[config.mk]
export PLATFORM = sky130hd
export DESIGN_NAME = pipe_stage_skid_reg
export DESIGN_NICKNAME = d
export VERILOG_FILES = /design/src/rtl/pipe_stage_skid_reg.sv
export SDC_FILE = /design/constraint.sdc
export NUM_CORES = 1
export LEC_CHECK = 0
export CORE_MARGIN = 3
export CORE_UTILIZATION = 45
export CTS_CLUSTER_DIAMETER = 80
export CTS_CLUSTER_SIZE = 16
export DETAILED_ROUTE_END_ITERATION = 8
export PLACE_DENSITY = 0.76
export SETUP_SLACK_MARGIN = 0.02
export SLEW_MARGIN = 10
export SYNTH_ARGS = -nofsm -noshare
export SYNTH_HDL_FRONTEND = slang
export SYNTH_SLANG_ARGS = --single-unit
[constraint.sdc]
create_clock -name clk -period 1.9 [get_ports clk]
set_input_delay 0.38 -clock clk [delete_from_list [all_inputs] [get_ports clk]]
set_output_delay 0.38 -clock clk [all_outputs]
set_load 0.005 [all_outputs]
[src/rtl/pipe_stage_skid_reg.sv]
// ---------------------------------------------------------------------------
// pipe_stage_skid_reg
//   Inter-stage pipeline register carrying one packed payload bus through a
//   valid/ready handshake. A two-entry (main + skid) buffer lets in_ready come
//   straight from a flop, so the upstream ready path never sees out_ready.
//   Adds per-beat kill (bubble insertion), whole-stage flush, an occupancy
//   output and a saturating stall counter.
//
// Parameters
//   DATA_W      payload width in bits
//   RESET_DATA  value data_out takes in reset (pc / NOP encodings per stage)
//   CNT_W       stall counter width
//
// Ports
//   clk        clock, rising edge
//   rst        asynchronous active-low reset
//   in_valid   upstream beat present
//   in_kill    accepted beat is dropped instead of stored
//   in_ready   stage can take a beat (registered, = !skid valid)
//   data_in    upstream payload
//   out_valid  data_out holds a live beat
//   out_ready  downstream accepts this cycle
//   data_out   payload of the head (main) entry
//   flush      discard all held beats
//   clr_stats  synchronous clear of stall_cnt
//   occupancy  live entries, 0..2
//   stall_cnt  cycles with out_valid=1 and out_ready=0, saturating
// ---------------------------------------------------------------------------
module pipe_stage_skid_reg #(
   parameter int                DATA_W     = 64,
   parameter logic [DATA_W-1:0] RESET_DATA = '0,
   parameter int                CNT_W      = 16
) (
   input  logic              clk,
   input  logic              rst,
   input  logic              in_valid,
   input  logic              in_kill,
   output logic              in_ready,
   input  logic [DATA_W-1:0] data_in,
   output logic              out_valid,
   input  logic              out_ready,
   output logic [DATA_W-1:0] data_out,
   input  logic              flush,
   input  logic              clr_stats,
   output logic [1:0]        occupancy,
   output logic [CNT_W-1:0]  stall_cnt
);

   localparam logic [CNT_W-1:0] CNT_ONE = CNT_W'(1);
   localparam logic [CNT_W-1:0] CNT_MAX = '1;

   logic              r_main_v, r_skid_v;
   logic [DATA_W-1:0] r_main_d, r_skid_d;
   logic [1:0]        r_occ;
   logic [CNT_W-1:0]  r_stall_cnt;

   logic              w_acc, w_keep, w_pop;
   logic              w_main_v_nxt, w_skid_v_nxt;
   logic [DATA_W-1:0] w_main_d_nxt, w_skid_d_nxt;

   assign in_ready  = !r_skid_v;
   assign out_valid = r_main_v;
   assign data_out  = r_main_d;
   assign occupancy = r_occ;
   assign stall_cnt = r_stall_cnt;

   assign w_acc  = in_valid & in_ready;
   assign w_keep = w_acc & !in_kill;
   assign w_pop  = r_main_v & out_ready;

   always_comb begin
      w_main_v_nxt = r_main_v;
      w_skid_v_nxt = r_skid_v;
      w_main_d_nxt = r_main_d;
      w_skid_d_nxt = r_skid_d;
      if (flush) begin
         // payload flops keep their contents; only the valids drop
         w_main_v_nxt = 1'b0;
         w_skid_v_nxt = 1'b0;
      end else if (r_skid_v && w_pop) begin
         // in_ready is low here, so no new beat can race the skid promote
         w_main_d_nxt = r_skid_d;
         w_main_v_nxt = 1'b1;
         w_skid_v_nxt = 1'b0;
      end else if (w_keep && (!r_main_v || w_pop)) begin
         w_main_d_nxt = data_in;
         w_main_v_nxt = 1'b1;
      end else if (w_keep) begin
         // main is held by a stalled downstream: park the beat in skid
         w_skid_d_nxt = data_in;
         w_skid_v_nxt = 1'b1;
      end else if (w_pop) begin
         w_main_v_nxt = 1'b0;
      end
   end

   always_ff @(posedge clk or negedge rst) begin
      if (!rst) begin
         r_main_v    <= 1'b0;
         r_skid_v    <= 1'b0;
         r_main_d    <= RESET_DATA;
         r_skid_d    <= '0;
         r_occ       <= 2'd0;
         r_stall_cnt <= '0;
      end else begin
         r_main_v <= w_main_v_nxt;
         r_skid_v <= w_skid_v_nxt;
         r_main_d <= w_main_d_nxt;
         r_skid_d <= w_skid_d_nxt;
         r_occ    <= {1'b0, w_main_v_nxt} + {1'b0, w_skid_v_nxt};
         if (clr_stats)
            r_stall_cnt <= '0;
         else if (r_main_v && !out_ready && r_stall_cnt != CNT_MAX)
            r_stall_cnt <= r_stall_cnt + CNT_ONE;
      end
   end

   // skid may only hold a beat while main is occupied
   a_skid_implies_main: assert property (@(posedge clk) disable iff (!rst)
      r_skid_v |-> r_main_v);

endmodule

# After elaboration in Yosys (flattened, before gate mapping)
# Index checks and enable logic that the tools add are counted.
word_totals:
  regBits: 148
  word_cells: 41
  in_bits: 71
  output_inout_bits: 84
op_classes:
  n_reduce_logical: 13
  n_addsub: 2
  bitwise: 6
  eq_ne: 1
  mux: 13
ops:
  columns: ["operator", "n"]
  rows:
  - ["two-way mux 64 bit", 2]
  - ["two-way mux 16 bit", 2]
  - ["adder 16 x 1 -> 16 bit (second input constant)", 1]
  - ["inequality test 16 bit (second input constant)", 1]
  - ["two-way mux 1 bit", 9]
  - ["logical AND 1 bit", 4]
  - ["logical NOT 1 bit", 4]
  - ["AND reduction 4 bit", 1]
  - ["nonzero test 2 bit", 2]
  - ["AND 1 bit", 3]
  - ["NOT 1 bit", 3]
  - ["adder 1 x 1 -> 2 bit", 1]
  - ["AND reduction 2 bit", 1]
  - ["logical OR 1 bit", 1]

# Logic depth before layout (Yosys ltp)
logic_depth:
  depth_word: 8
  mapped_depth: 7
  mapped_depth_nobuf: 5

# Least setup slack after synthesis
# OpenSTA, ideal clock, no wires.
synth_timing:
  path_type: "flip-flop to flip-flop"
  from: "register r_skid_v"
  to: "register r_skid_d[10]"
  stages_incl_launch_ff: 6
  path_slack_ns: 0.023
  setup_ns: 0.125
  t_required_ns: 1.775
  path_buffers: 2
  period_less_slack_ns: 1.877
  arrival_ns: 1.752
  path_cell_list: "dfrtp_1 -> or3b_4 -> or3_1 -> buf_6 -> buf_12 -> mux2_4"
synth_via:
  elab_chain_cells: 6
  elab_cells_between_ends: 8
  cone_classes: "4 x bitwise; 4 x reduce/logical"
synth_rtl:
  columns: ["item", "line", "rtl"]
  rows:
  - ["start: declaration", "52", "logic r_main_v, r_skid_v;"]
  - ["start signal: assignment", "107", "r_skid_v <= w_skid_v_nxt;"]
  - ["logical NOT 1 bit", "61", "assign in_ready = !r_skid_v;"]
  - ["AND 1 bit", "67", "assign w_acc = in_valid & in_ready;"]
  - ["AND 1 bit", "68", "assign w_keep = w_acc & !in_kill;"]
  - ["logical AND 1 bit", "85", "end else if (w_keep && (!r_main_v || w_pop)) begin"]
  - ["NOT 1 bit (no line)", null, null]
  - ["AND reduction 4 bit (no line) *", null, null]
  - ["end signal: assignment", "109", "r_skid_d <= w_skid_d_nxt;"]
  - ["end: declaration", "53", "logic [DATA_W-1:0] r_main_d, r_skid_d;"]
# Mark *: on every way between the ends. The rest lies on a longest branch, timed or not.
# A chain may end at the register's enable or synchronous reset.

# Final worst setup path
layout_timing:
  from: "register r_skid_v"
  to: "register r_main_d[43] (netlist: data_out[43])"
layout_via:
  elab_chain_cells: 6
  elab_cells_between_ends: 8
  cone_classes: "1 x mux; 2 x bitwise; 5 x reduce/logical"
layout_rtl:
  columns: ["item", "line", "rtl"]
  rows:
  - ["logical NOT 1 bit", "61", null]
  - ["AND 1 bit", "67", null]
  - ["AND 1 bit", "68", null]
  - ["logical AND 1 bit", "85", null]
  - ["nonzero test 2 bit (no line)", null, null]
  - ["AND reduction 2 bit (no line)", null, null]
  - ["end signal: assignment", "108", "r_main_d <= w_main_d_nxt;"]
  - ["end: declaration", "53", null]
# Several ways; a longest one is shown, not always the timed one.

==> key figures <==
STA
  – Fin crit share: 0.9791
  – Max Clk Rate: about 0.54 GHz
  – Max Slew Vio Count: 0
  – Worst-case clock skew: 0.007708 ns
  – Count of final hold-check violations: 0
  – RSZ-0062 raised after global routing: yes
  – Min cycle time layout: 1.860 ns
  – Worst rel slew slack: 0.7595
  – Final setup fails: 0
  – Least-Margin Pin Slew: between 0.3 and 0.4 ns
  – Hold Slack: 0.3173 ns

GRT
  – Largest net degree at the start of global routing: 65
  – Vias in the first global route: 5062
  – Grt total ovfl: 0
  – Initial antenna violation count: 0
  – Global-route wire length before repair: 25670 um
  – Total GRT Usage: 0.1969

Critical path
  – Worst Setup Start Kind: flop
  – Critical path data required time: 2.22 ns
  – Crit Path Max Fanout: 9
  – CP Capture Type: flop
  – Crit Path Class: reg -> reg
  – CP arrival: 2.18 ns

Logic synthesis
  – Synth warnings: 0
  – Number of flops mapped to enable cells by yosys: 0
  – Synth Instances: approximately 540
  – Ys flop type: dfrtp_1
  – Synth Cell Area: about 0.0067 mm2
  – Yosys reg bits: 148
  – Mean Syn Cell Area: 12.52 um2
  – Fraction of registers with async set/reset: 1.000
  – Post-synth cell types: 40
  – Sequential-to-total area share from yosys stat: 0.5510
  – Syn Nets: 610

Power and ir drop
  – P_leak: 4.772 nW
  – VDD IR max: ~0.00053 V
  – PwrDens: around 960 mW/mm2

Detailed routing
  – DRT Pass-1 Iters: 5
  – Wire per inst: 17.76 um
  – Via count: 4917
  – Post-route ant nets: 0
  – Iteration-0 DRC Markers: 298
  – Drc violations: 0
  – Via-to-Cell Ratio: 5.298
  – Final WL: ~16000 um

Place
  – Port bufs: 154
  – Dpl cells: 887
  – Routability Congestion: roughly 0.82
  – Final HPWL DP: 10820 um

Floorplanning
  – Initial Utilization: 0.4607
  – Die width: 128.2 um
  – Core box area: 0.01459 mm2
  – Die Footprint: 0.01644 mm2
  – FP Rows: 44
  – Die Ht: 128.2 um
  – Io pins: approximately 160

Clock network
  – Clk sink count: 148
  – Clk_lat worst skew: 0.41 ns
  – Clock slew at reported path FFs: 0.06 ns
  – Root buf cell: clkbuf_16
  – CTS HTree Levels: 4
  – CTS tree: yes
  – Clock tree buffer depth: 2
  – Total CTS buffers: 17

Hold path
  – Path type of the worst min-delay path: in -> reg

Finish
  – Final cell count without fillers: 928
  – Nets@finish: 804
  – Area delta synth->final: 42.87%
  – Layout cells sized above 1: 0.2164
  – Diodes inserted: 0

Flow run
  – Max cap viols: 0

Outcome
  – Outcome: completed
==> cells in the final DEF, fill, tap and decap left out, types with 3 or more instances in the layout <==
cell               n
a211oi_1           3
bufinv_16          4
nor2b_1            7
nor2_1            71
buf_12            10
mux2i_1           64
or4_1              4
nand3_1            5
clkbuf_1           4
clkbuf_16         22
buf_6              6
nand4_1            4
buf_4             30
dfrtp_1          148
a21oi_1           72
nor2_2             4
clkdlybuf4s50_1  150
inv_1              5
nand3b_1           3
mux2_2             7
nor3_1             5
mux2_4            60
clkbuf_8           3
nand2_1            8
o21ai_0            5
==> routing by layer <==
metal | GRT usage | vias to the layer above | routed length, um
met4 | 0.06492 | 0 | 240
met5 | 0 | - | 0
met2 | 0.3154 | 153 | 8352
li1 | - | 2302 | -
met1 | 0.2648 | 2442 | 7094
met3 | 0.04625 | 20 | 797
==> final cells by class <==
type	instances	area, um2
Timing Repair Buffer	207	2206
Tap cell	184	230.2
Multi-Input combinational cell	352	2815
Clock buffer	24	481.7
Inverter	5	18.77
Fill cell	1038	4986
Clock inverter	8	147.6
Sequential cell	148	3704
==> metrics by stage <==
step | util | power (mW) | area [um2] | setup WS, ns | TNS (ns)
finish | 0.6582 | 9.222 | 9603 | 0.03977 | 0
global route | 0.6582 | 9.657 | 9603 | -0.02901 | -0.05896
CTS | 0.6439 | 9.277 | 9394 | -0.01322 | -0.1339
detailed placement | 0.5997 | 5.677 | 8748 | -0.4588 | -51.81
global placement | 0.5997 | 5.601 | 8748 | -0.4360 | -49.32
floorplan | - | 4.613 | 6721 | 0.02268 | 0
==> kinds of logic (layout without fill, tap and decap cells) <==
family / after synthesis / count (layout) / synth area share
adders and majority gates: 2 / 2 / 0.003722
and+or+nand+nor: 129 / 129 / 0.09215
AOI/OAI and AO/OA: 90 / 90 / 0.07297
buffers and inverters: 37 / 244 / 0.03909
DFF: 148 / 148 / 0.5510
muxes: 131 / 131 / 0.2411
==> power breakdown <==
group | internal, mW | leakage [nW] | switching (mW) | total (mW)
registers | 3.66 | 1.83 | 0.307 | 3.96
clock network | 2.30 | 0.308 | 1.26 | 3.56
logic | 1.13 | 2.63 | 0.572 | 1.70
==> worst paths after layout <==
kind | to | depth (start not counted) | startpoint | slack, ns
max in group asynchronous | stall_cnt[13]$_DFFE_PN0P_ | 3 | rst | 0.88
worst max register to register | data_out[43]$_DFFE_PN0P_ | 7 | r_skid_v$_DFF_PN0_ | 0.04
worst min-delay path | r_skid_v$_DFF_PN0_ | 3 | in_kill | 0.32
worst min register to register | r_skid_d[63]$_DFFE_PN0P_ | 1 | r_skid_d[63]$_DFFE_PN0P_ | 0.51
worst max-delay path | data_out[43]$_DFFE_PN0P_ | 7 | r_skid_v$_DFF_PN0_ | 0.04
min in group asynchronous | data_out[26]$_DFFE_PN0P_ | 2 | rst | 0.39
==> state kept, by name, indices dropped and copies added (netlist names) <==
| name | flops |
|---|---|
| occupancy | 2 |
| r_skid_d | 64 |
| r_skid_v | 1 |
| stall_cnt | 16 |
| data_out | 64 |
| out_valid | 1 |
==> worst max-delay path: stages, from the launching register on <==
cell and delay (ns):
dfrtp_1 0.38, or3b_4 0.38, buf_6 0.13, a211oi_4 0.29, buf_8 0.22, buf_12 0.14, nor2_1 0.04, a21oi_1 0.17
==> synthesized netlist by cell type (3+ instances only) <==
library cell	count	area share
mux2i_1	64	0.095
inv_1	5	0.0028
buf_2	15	0.011
nand2_1	8	0.0045
buf_12	6	0.018
buf_1	4	0.0022
nor2b_1	7	0.0065
nand3_1	6	0.0045
a211oi_1	4	0.0045
mux2_2	7	0.012
nor3_1	6	0.0045
o21ai_0	5	0.0037
clkbuf_1	6	0.0034
nor2_1	75	0.042
or4_1	4	0.0045
dfrtp_1	148	0.55
mux2_4	60	0.13
a21oi_1	72	0.054
nand3b_1	3	0.0034
or3_1	3	0.0028
nand4_1	4	0.0037
==> timing repair <==
action | in CTS | in global routing
resized for setup | 3 | 16
pin swaps | 0 | 3
hold buffers | 1 | 0
endpoints found under the hold margin | 23 | 0
gates cloned | 0 | 5
setup buffers | 0 | 3
endpoints found under the setup margin | 41 | 90
(Power assumes the default switching activity.)
